===== config.mk =====
export PLATFORM = sky130hd
export DESIGN_NAME = sort_stream_adapter_flat
export DESIGN_NICKNAME = d
export VERILOG_FILES = /design/src/rtl/sort_stream_pkg.sv /design/src/rtl/sort_stream_adapter_if.sv /design/src/rtl/sort_result_drain.sv /design/src/rtl/sort_stream_adapter.sv /design/src/flat_wrapper.sv
export SDC_FILE = /design/constraint.sdc
export NUM_CORES = 1
export LEC_CHECK = 0
export ABC_CLOCK_PERIOD_IN_PS = 2700
export CORE_MARGIN = 2
export CORE_UTILIZATION = 51
export DETAILED_ROUTE_END_ITERATION = 6
export PLACE_DENSITY = 0.86
export REMOVE_ABC_BUFFERS = 1
export SYNTH_ARGS = -nofsm -noshare
export SYNTH_HDL_FRONTEND = slang
export SYNTH_SLANG_ARGS = --single-unit

===== constraint.sdc =====
create_clock -name CLK -period 2.7 [get_ports CLK]
set_input_delay 0.27 -clock CLK [delete_from_list [all_inputs] [get_ports CLK]]
set_output_delay 0.27 -clock CLK [all_outputs]
set_load 0.01 [all_outputs]

===== src/rtl/sort_stream_pkg.sv =====
// Shared types for the sort stream adapter: load FSM states, drain flag, lane indexing.
// No logic, so no latency.
// No backpressure of its own; the modules that import it carry the flow control.
package sort_stream_pkg;

    localparam int NUM_LANES = 4;
    localparam int LANE_W    = 2;

    typedef logic [LANE_W-1:0] lane_idx_t;

    localparam lane_idx_t LAST_LANE = lane_idx_t'(NUM_LANES - 1);

    // Frame-side sequencing around one run of the sort block.
    typedef enum logic [2:0] {
        LOAD,
        KICK,
        WAIT_HI,
        WAIT_LO,
        HOLD
    } load_state_t;

    // Result buffer occupancy.
    typedef enum logic {
        EMPTY,
        DRAIN
    } drain_state_t;

endpackage


===== src/rtl/sort_stream_adapter_if.sv =====
// Bundles the upstream stream, downstream stream and sort-block side signals of the adapter.
// No logic, so no latency.
// No backpressure of its own; in_ready/out_ready inside carry the flow control.
interface sort_stream_adapter_if #(parameter int WIDTH = 32) ();

    // upstream word stream
    logic [WIDTH-1:0] in_data;
    logic             in_valid;
    logic             in_ready;

    // downstream sorted stream
    logic [WIDTH-1:0] out_data;
    logic             out_valid;
    logic             out_ready;
    logic             out_last;

    // parallel side towards the sort block
    logic [WIDTH-1:0] sort_input_0;
    logic [WIDTH-1:0] sort_input_1;
    logic [WIDTH-1:0] sort_input_2;
    logic [WIDTH-1:0] sort_input_3;
    logic             sort_kick;
    logic             sort_busy;
    logic [WIDTH-1:0] sort_output_0;
    logic [WIDTH-1:0] sort_output_1;
    logic [WIDTH-1:0] sort_output_2;
    logic [WIDTH-1:0] sort_output_3;

    // master: the adapter itself
    modport master (
        input  in_data, in_valid, out_ready, sort_busy,
        input  sort_output_0, sort_output_1, sort_output_2, sort_output_3,
        output in_ready, out_data, out_valid, out_last, sort_kick,
        output sort_input_0, sort_input_1, sort_input_2, sort_input_3
    );

    // slave: producer, consumer and sort block around the adapter
    modport slave (
        output in_data, in_valid, out_ready, sort_busy,
        output sort_output_0, sort_output_1, sort_output_2, sort_output_3,
        input  in_ready, out_data, out_valid, out_last, sort_kick,
        input  sort_input_0, sort_input_1, sort_input_2, sort_input_3
    );

endinterface


===== src/rtl/sort_result_drain.sv =====
// Holds one sorted 4-lane result and replays it as a serial stream, lane 0 first, last on lane 3.
// Capture to out_valid: 1 cycle; then 1 word/cycle while out_ready is high.
// out_ready low freezes out_data/out_last; cap_rdy also opens on the final transfer so a new capture needs no bubble.
module sort_result_drain
    import sort_stream_pkg::*;
#(
    parameter int WIDTH = 32
) (
    input  logic                              CLK,
    input  logic                              RST,
    input  logic                              cap_vld,
    input  logic [NUM_LANES-1:0][WIDTH-1:0]   cap_dat,
    output logic                              cap_rdy,
    output logic [WIDTH-1:0]                  out_data,
    output logic                              out_valid,
    input  logic                              out_ready,
    output logic                              out_last
);

    drain_state_t                     st_q;
    lane_idx_t                        idx_q;
    logic [NUM_LANES-1:0][WIDTH-1:0]  res_q;
    logic                             xfer;
    logic                             last_xfer;

    assign xfer      = (st_q == DRAIN) && out_ready;
    assign last_xfer = xfer && (idx_q == LAST_LANE);

    // Buffer is free when idle, or when its final word leaves this very cycle.
    assign cap_rdy   = (st_q == EMPTY) || last_xfer;

    assign out_valid = (st_q == DRAIN);
    assign out_data  = out_valid ? res_q[idx_q] : '0;
    assign out_last  = out_valid && (idx_q == LAST_LANE);

    // Capture takes priority over the last transfer; otherwise step through the lanes.
    always_ff @(posedge CLK or negedge RST) begin
        if (!RST) begin
            st_q  <= EMPTY;
            idx_q <= '0;
            res_q <= '0;
        end else if (cap_vld) begin
            st_q  <= DRAIN;
            idx_q <= '0;
            res_q <= cap_dat;
        end else if (xfer) begin
            idx_q <= idx_q + 1'b1;
            if (idx_q == LAST_LANE) begin
                st_q <= EMPTY;
            end
        end
    end

endmodule


===== src/rtl/sort_stream_adapter.sv =====
// Gathers 4 streamed words into a frame for the sort block, kicks it, and streams the sorted lanes back out.
// 4th accept to sort_kick: 1 cycle; sort_busy falling (buffer free) to out_valid: 1 cycle; drain 1 word/cycle.
// in_ready drops from kick until the result is captured; a result waits in HOLD while the previous one drains.
module sort_stream_adapter
    import sort_stream_pkg::*;
#(
    parameter int WIDTH = 32
) (
    input  logic                  CLK,
    input  logic                  RST,
    sort_stream_adapter_if.master bus
);

    load_state_t                      state_q;
    load_state_t                      state_d;
    lane_idx_t                        cnt_q;
    logic                             in_rdy_q;
    logic [WIDTH-1:0]                 lane_q [NUM_LANES];
    logic                             accept;
    logic                             cap_vld;
    logic                             cap_rdy;
    logic [NUM_LANES-1:0][WIDTH-1:0]  cap_dat;
    logic [WIDTH-1:0]                 drn_dat;
    logic                             drn_vld;
    logic                             drn_last;

    assign accept = bus.in_valid && in_rdy_q;

    // Load sequencing: collect, kick, follow busy high then low, then hand the result to the drain.
    always_comb begin
        state_d = state_q;
        cap_vld = 1'b0;
        unique case (state_q)
            LOAD: begin
                if (accept && (cnt_q == LAST_LANE)) begin
                    state_d = KICK;
                end
            end
            KICK: begin
                state_d = WAIT_HI;
            end
            WAIT_HI: begin
                if (bus.sort_busy) begin
                    state_d = WAIT_LO;
                end
            end
            WAIT_LO: begin
                if (!bus.sort_busy) begin
                    if (cap_rdy) begin
                        cap_vld = 1'b1;
                        state_d = LOAD;
                    end else begin
                        state_d = HOLD;
                    end
                end
            end
            HOLD: begin
                // sort outputs stay stable while idle, so capturing late is safe
                if (cap_rdy) begin
                    cap_vld = 1'b1;
                    state_d = LOAD;
                end
            end
            default: begin
                state_d = LOAD;
            end
        endcase
    end

    // State, lane counter and a registered in_ready that stays low while reset is held.
    always_ff @(posedge CLK or negedge RST) begin
        if (!RST) begin
            state_q  <= LOAD;
            cnt_q    <= '0;
            in_rdy_q <= 1'b0;
        end else begin
            state_q  <= state_d;
            in_rdy_q <= (state_d == LOAD);
            if (accept) begin
                cnt_q <= cnt_q + 1'b1;
            end
        end
    end

    // Frame registers only move on an accepted word, so they are frozen from kick to capture.
    always_ff @(posedge CLK or negedge RST) begin
        if (!RST) begin
            for (int i = 0; i < NUM_LANES; i++) begin
                lane_q[i] <= '0;
            end
        end else if (accept) begin
            lane_q[cnt_q] <= bus.in_data;
        end
    end

    assign bus.in_ready     = in_rdy_q;
    assign bus.sort_kick    = (state_q == KICK);
    assign bus.sort_input_0 = lane_q[0];
    assign bus.sort_input_1 = lane_q[1];
    assign bus.sort_input_2 = lane_q[2];
    assign bus.sort_input_3 = lane_q[3];

    assign cap_dat = {bus.sort_output_3, bus.sort_output_2, bus.sort_output_1, bus.sort_output_0};

    sort_result_drain #(
        .WIDTH (WIDTH)
    ) u_drain (
        .CLK       (CLK),
        .RST       (RST),
        .cap_vld   (cap_vld),
        .cap_dat   (cap_dat),
        .cap_rdy   (cap_rdy),
        .out_data  (drn_dat),
        .out_valid (drn_vld),
        .out_ready (bus.out_ready),
        .out_last  (drn_last)
    );

    assign bus.out_data  = drn_dat;
    assign bus.out_valid = drn_vld;
    assign bus.out_last  = drn_last;

endmodule


===== src/flat_wrapper.sv =====
// flat-port wrapper written by rule: the top's interface ports become plain ports
module sort_stream_adapter_flat import sort_stream_pkg::*;
#(
    parameter int WIDTH = 32
)
  (CLK, RST, bus_in_data, bus_in_valid, bus_out_ready, bus_sort_busy, bus_sort_output_0, bus_sort_output_1, bus_sort_output_2, bus_sort_output_3, bus_in_ready, bus_out_data, bus_out_valid, bus_out_last, bus_sort_kick, bus_sort_input_0, bus_sort_input_1, bus_sort_input_2, bus_sort_input_3);
  sort_stream_adapter_if #(.WIDTH(WIDTH)) bus_i ();
  input  logic CLK;
  input  logic RST;
  input wire logic [$bits(bus_i.in_data)-1:0] bus_in_data;
  input wire logic [$bits(bus_i.in_valid)-1:0] bus_in_valid;
  input wire logic [$bits(bus_i.out_ready)-1:0] bus_out_ready;
  input wire logic [$bits(bus_i.sort_busy)-1:0] bus_sort_busy;
  input wire logic [$bits(bus_i.sort_output_0)-1:0] bus_sort_output_0;
  input wire logic [$bits(bus_i.sort_output_1)-1:0] bus_sort_output_1;
  input wire logic [$bits(bus_i.sort_output_2)-1:0] bus_sort_output_2;
  input wire logic [$bits(bus_i.sort_output_3)-1:0] bus_sort_output_3;
  output wire logic [$bits(bus_i.in_ready)-1:0] bus_in_ready;
  output wire logic [$bits(bus_i.out_data)-1:0] bus_out_data;
  output wire logic [$bits(bus_i.out_valid)-1:0] bus_out_valid;
  output wire logic [$bits(bus_i.out_last)-1:0] bus_out_last;
  output wire logic [$bits(bus_i.sort_kick)-1:0] bus_sort_kick;
  output wire logic [$bits(bus_i.sort_input_0)-1:0] bus_sort_input_0;
  output wire logic [$bits(bus_i.sort_input_1)-1:0] bus_sort_input_1;
  output wire logic [$bits(bus_i.sort_input_2)-1:0] bus_sort_input_2;
  output wire logic [$bits(bus_i.sort_input_3)-1:0] bus_sort_input_3;
  assign bus_i.in_data = bus_in_data;
  assign bus_i.in_valid = bus_in_valid;
  assign bus_i.out_ready = bus_out_ready;
  assign bus_i.sort_busy = bus_sort_busy;
  assign bus_i.sort_output_0 = bus_sort_output_0;
  assign bus_i.sort_output_1 = bus_sort_output_1;
  assign bus_i.sort_output_2 = bus_sort_output_2;
  assign bus_i.sort_output_3 = bus_sort_output_3;
  assign bus_in_ready = bus_i.in_ready;
  assign bus_out_data = bus_i.out_data;
  assign bus_out_valid = bus_i.out_valid;
  assign bus_out_last = bus_i.out_last;
  assign bus_sort_kick = bus_i.sort_kick;
  assign bus_sort_input_0 = bus_i.sort_input_0;
  assign bus_sort_input_1 = bus_i.sort_input_1;
  assign bus_sort_input_2 = bus_i.sort_input_2;
  assign bus_sort_input_3 = bus_i.sort_input_3;
  sort_stream_adapter #(.WIDTH(WIDTH)) u_core (.CLK(CLK), .RST(RST), .bus(bus_i));
endmodule

==> impl_metrics.tcl, run 1 <==
set metrics [dict create \
    status "finished, final reports clean" \
    cp.required_ps 2430 \
    clkTransAtPathRegs_ps 60 \
    grt_antenna_before_repair 1 \
    synth_cell_types 28 \
    ios 329 \
    path_buf_inv 2 \
    via_count 6967 \
    switching_power_mw 5.76 \
    pre_cts_ws_ps 449 \
    synth.mux.area_fraction_pct 33.0 \
    combinationalPowerShare_pct 42.1 \
    synth_seq_cells 265 \
    worst_slack_ps 79.3 \
    relSlewSlack_pct 64.0 \
    setup_violations 0 \
    placementRows 53 \
    grt_pass1_vias 7907 \
    r2r_cells 6 \
    cts_buffer_depth 3 \
    slowest_delay_ps 510 \
    post_synth_instance_area_um2 10900 \
    fin_skew_ps 9.02 \
    drc_errors 0 \
    viasPerCell 5.34 \
    coreArea_um2 21000 \
    clock-root-buffer "clkbuf_16" \
    min_path_type "input pin to asynchronous set/reset pin" \
    io_buffers 328 \
    critical_path_class "register to output port" \
    final.setup.tns_ps 0 \
    ys_top_cells_by_area "dfrtp_1 61%, mux2_2 16%, mux2_1 10%, mux4_2 6.6%, and2_1 1.9%" \
    syn_avg_cell_area_um2 16.5 \
    die_w_um 150 \
    dpl-instance-area_um2 14600 \
    critical_path_arrival_ps 2350 \
    yosysMostFrequentCell "dfrtp_1" \
    grt_overflow 0 \
    cp_max_fo 13 \
    drive_above_1_share_pct 26.2 \
    crit_path_end_kind "output port" \
    rsz0062_at_grt "false" \
    synth_common_cells "265 x dfrtp_1, 159 x mux2_2, 98 x mux2_1, 34 x and2_1, 32 x mux4_2" \
    ir_drop_mv 1.16 \
    ys_async_sr_fraction_pct 100 \
    final_cells 1304 \
    power.share.sequential_pct 37.2 \
    dieArea_um2 22600 \
    grtUsageTotal_pct 25.6 \
    ant_nets 0 \
    worstSetupPathDepth 4 \
    netlist.area_leader.share_pct 60.6 \
    r2r-end "u_core.u_drain.res_q[13]" \
    initial_utilization_pct 52.0 \
    wl_per_cell_um 22.2 \
    slew_viol_final 0 \
    fin_nets 1177 \
    leakage_nw 6.89 \
    cts_tree "built" \
    yosys.area_share.simple_pct 2.92 \
    r2r_slack_ps 480 \
    yosysSeqAreaShare_pct 60.6 \
    first_iter_violations 197 \
    synth_cells 663 \
    powerDensity_nw_per_um2 1220 \
    p_int_mw 13.3 \
    dieHeight_um 150 \
    grt_pass1_wl_um 44100 \
    synth_top_area_cell "dfrtp_1" \
    cts_max_level 1 \
    power_mw 19.1 \
    synth_edf_count 0 \
    syn_to_final_growth_pct 43.3 \
    yosys_warnings 0 \
    fin_crit_sh_pct 97.1 \
    synthAdderAreaFrac_pct 0.572 \
    cap_violations 0 \
    synth_compound_area_share_pct 0.515 \
    grt_max_degree 85 \
    numCtsBuffers 28 \
    synth-xor-area-share_pct 0.160 \
    worstMarginPinSlew_ps 540 \
    fin_area_um2 15700 \
    fmaxAchievable_ghz 0.382 \
    diodes 0 \
    placedCellCount 1249 \
    finalHoldViolations 0 \
    reg2reg_from "u_core.u_drain.idx_q[0]" \
    synth-main-ff-cell "dfrtp_1" \
    dp_hpwl_um 19400 \
    fillers 1256 \
    switching_share_pct 30.1 \
    clock_latency_ps 530 \
    clockPowerShare_pct 20.7 \
    crit_path_start_kind "register" \
    cp_top_family "buffers and inverters" \
    cts.sinks 265 \
    synth_top_family_by_area "multiplexers" \
    period_minus_slack_ps 2620 \
    drt_first_pass_iters 4 \
    crit_chain "buf_12 > mux4_2 > and2_1 > clkdlybuf4s50_1" \
    place.gp.congestion 0.784 \
    slowest_stage "mux4_2" \
    wl_um 28900 \
]
flip-flops by register name (all words and copies together) (netlist names):
| register | cells |
|---|---|
| u_core.state_q | 3 |
| u_core.u_drain.out_valid | 1 |
| u_core.bus.sort_input_1 | 32 |
| u_core.bus.sort_input_0 | 32 |
| u_core.bus.sort_input_2 | 32 |
| u_core.u_drain.res_q | 128 |
| u_core.cnt_q | 2 |
| u_core.bus.sort_input_3 | 32 |
| u_core.u_drain.idx_q | 2 |
| u_core.bus.in_ready | 1 |
worst max path at each step:
| stage | start | to | slack (ps) |
|---|---|---|---|
| floorplan | u_core.state_q[1] | u_core.u_drain.res_q[0] | -2020 |
| global placement | u_core.u_drain.idx_q[0] | bus_out_data[26] | 460 |
| detailed placement | u_core.u_drain.idx_q[0] | bus_out_data[24] | 450 |
| CTS | u_core.u_drain.idx_q[0] | bus_out_data[19] | 10 |
| global route | u_core.u_drain.idx_q[0] | bus_out_data[19] | 2 |
| finish | u_core.u_drain.idx_q[0] | bus_out_data[12] | 80 |
final cells by class:
cell class                      instances  area [µm²]  share of cell area [%]
Sequential cell                       265        6640                    42.3
Multi-Input combinational cell        358        4100                    26.1
Timing Repair Buffer                  351        3620                    23.1
Clock buffer                           41         851                    5.43
Tap cell                              275         344                    2.20
Clock inverter                         11         111                   0.711
Inverter                                3        11.3                  0.0719
power by group through the flow:
stage | Combinational (mW) | Sequential, mW | Clock, mW
after floorplan | 3.42 | 7.41 | 0
after global placement | 7.82 | 6.98 | 0
after detailed placement | 8.01 | 7.11 | 0
after CTS | 8.19 | 7.10 | 4.04
after global routing | 8.60 | 7.33 | 4.21
final | 8.04 | 7.11 | 3.95
per-stage QoR:
stage	hold slack [ps]	utilization [%]
global placement	256	69.7
CTS	282	74.4
global route	312	74.6
finish	259	74.6
floorplan	-25.6	-
detailed placement	259	69.7
cells by family (layout without fill, tap and decap cells):
group / count (synthesis) / count (layout)
compound gates: 8 / 8
xor+xnor: 2 / 2
fa+ha+maj: 5 / 5
buf+inv: 40 / 406
flops: 265 / 265
mux: 289 / 289
simple gates: 54 / 54
worst reg2reg max path, delay by kind of cell (launching register included):
| kind | cells | cell delay, ps |
|---|---|---|
| buf+inv | 2 | 530 |
| flops | 1 | 520 |
| mux | 1 | 480 |
| compound gates | 2 | 360 |
| fa+ha+maj | 1 | 210 |
metal layers:
metal / track usage (%) / vias up / part of all wire (%)
met5: 0 / - / 0.028
met4: 7.03 / 2 / 2.4
met3: 11.1 / 50 / 12
met2: 43.4 / 278 / 49
met1: 29.8 / 3562 / 37
li1: - / 3075 / -
timing repair:
| action | 4_1_cts | 5_1_grt |
|---|---|---|
| setup endpoints to repair | 27 | 14 |
| buffers inserted | 1 | 1 |
| hold endpoints to repair | 59 | 0 |
| resized for setup | 1 | 13 |
| hold buffers | 1 | 0 |
cells in the final DEF (no fill, tap or decap), types with 2 or more instances in the layout:
| cell | count |
|---|---|
| clkinv_2 | 7 |
| mux2_1 | 98 |
| clkbuf_16 | 29 |
| a21oi_1 | 2 |
| mux2_2 | 159 |
| clkbuf_1 | 4 |
| clkdlybuf4s50_1 | 315 |
| inv_1 | 3 |
| ha_1 | 5 |
| xnor2_1 | 2 |
| and2_1 | 34 |
| nand3_2 | 4 |
| dfrtp_1 | 264 |
| nor3_1 | 2 |
| mux4_2 | 32 |
| clkbuf_8 | 8 |
| bufinv_16 | 2 |
| nor2_1 | 3 |
| nand2_1 | 6 |
| buf_12 | 10 |
| buf_4 | 11 |
| dlymetal6s2s_1 | 12 |
Note: power is estimated with default switching activity, not from simulation.
==> run 2, diff against run 1 <==
--- a/config.mk
+++ b/config.mk
@@ -6,6 +6,7 @@
 export NUM_CORES = 1
 export LEC_CHECK = 0
 export ABC_CLOCK_PERIOD_IN_PS = 2700
+export CAP_MARGIN = 15
 export CORE_MARGIN = 2
 export CORE_UTILIZATION = 51
 export DETAILED_ROUTE_END_ITERATION = 6
==> results of run 2 <==
Same layout as run 1: the final DEF is identical, and so are final timing and power.
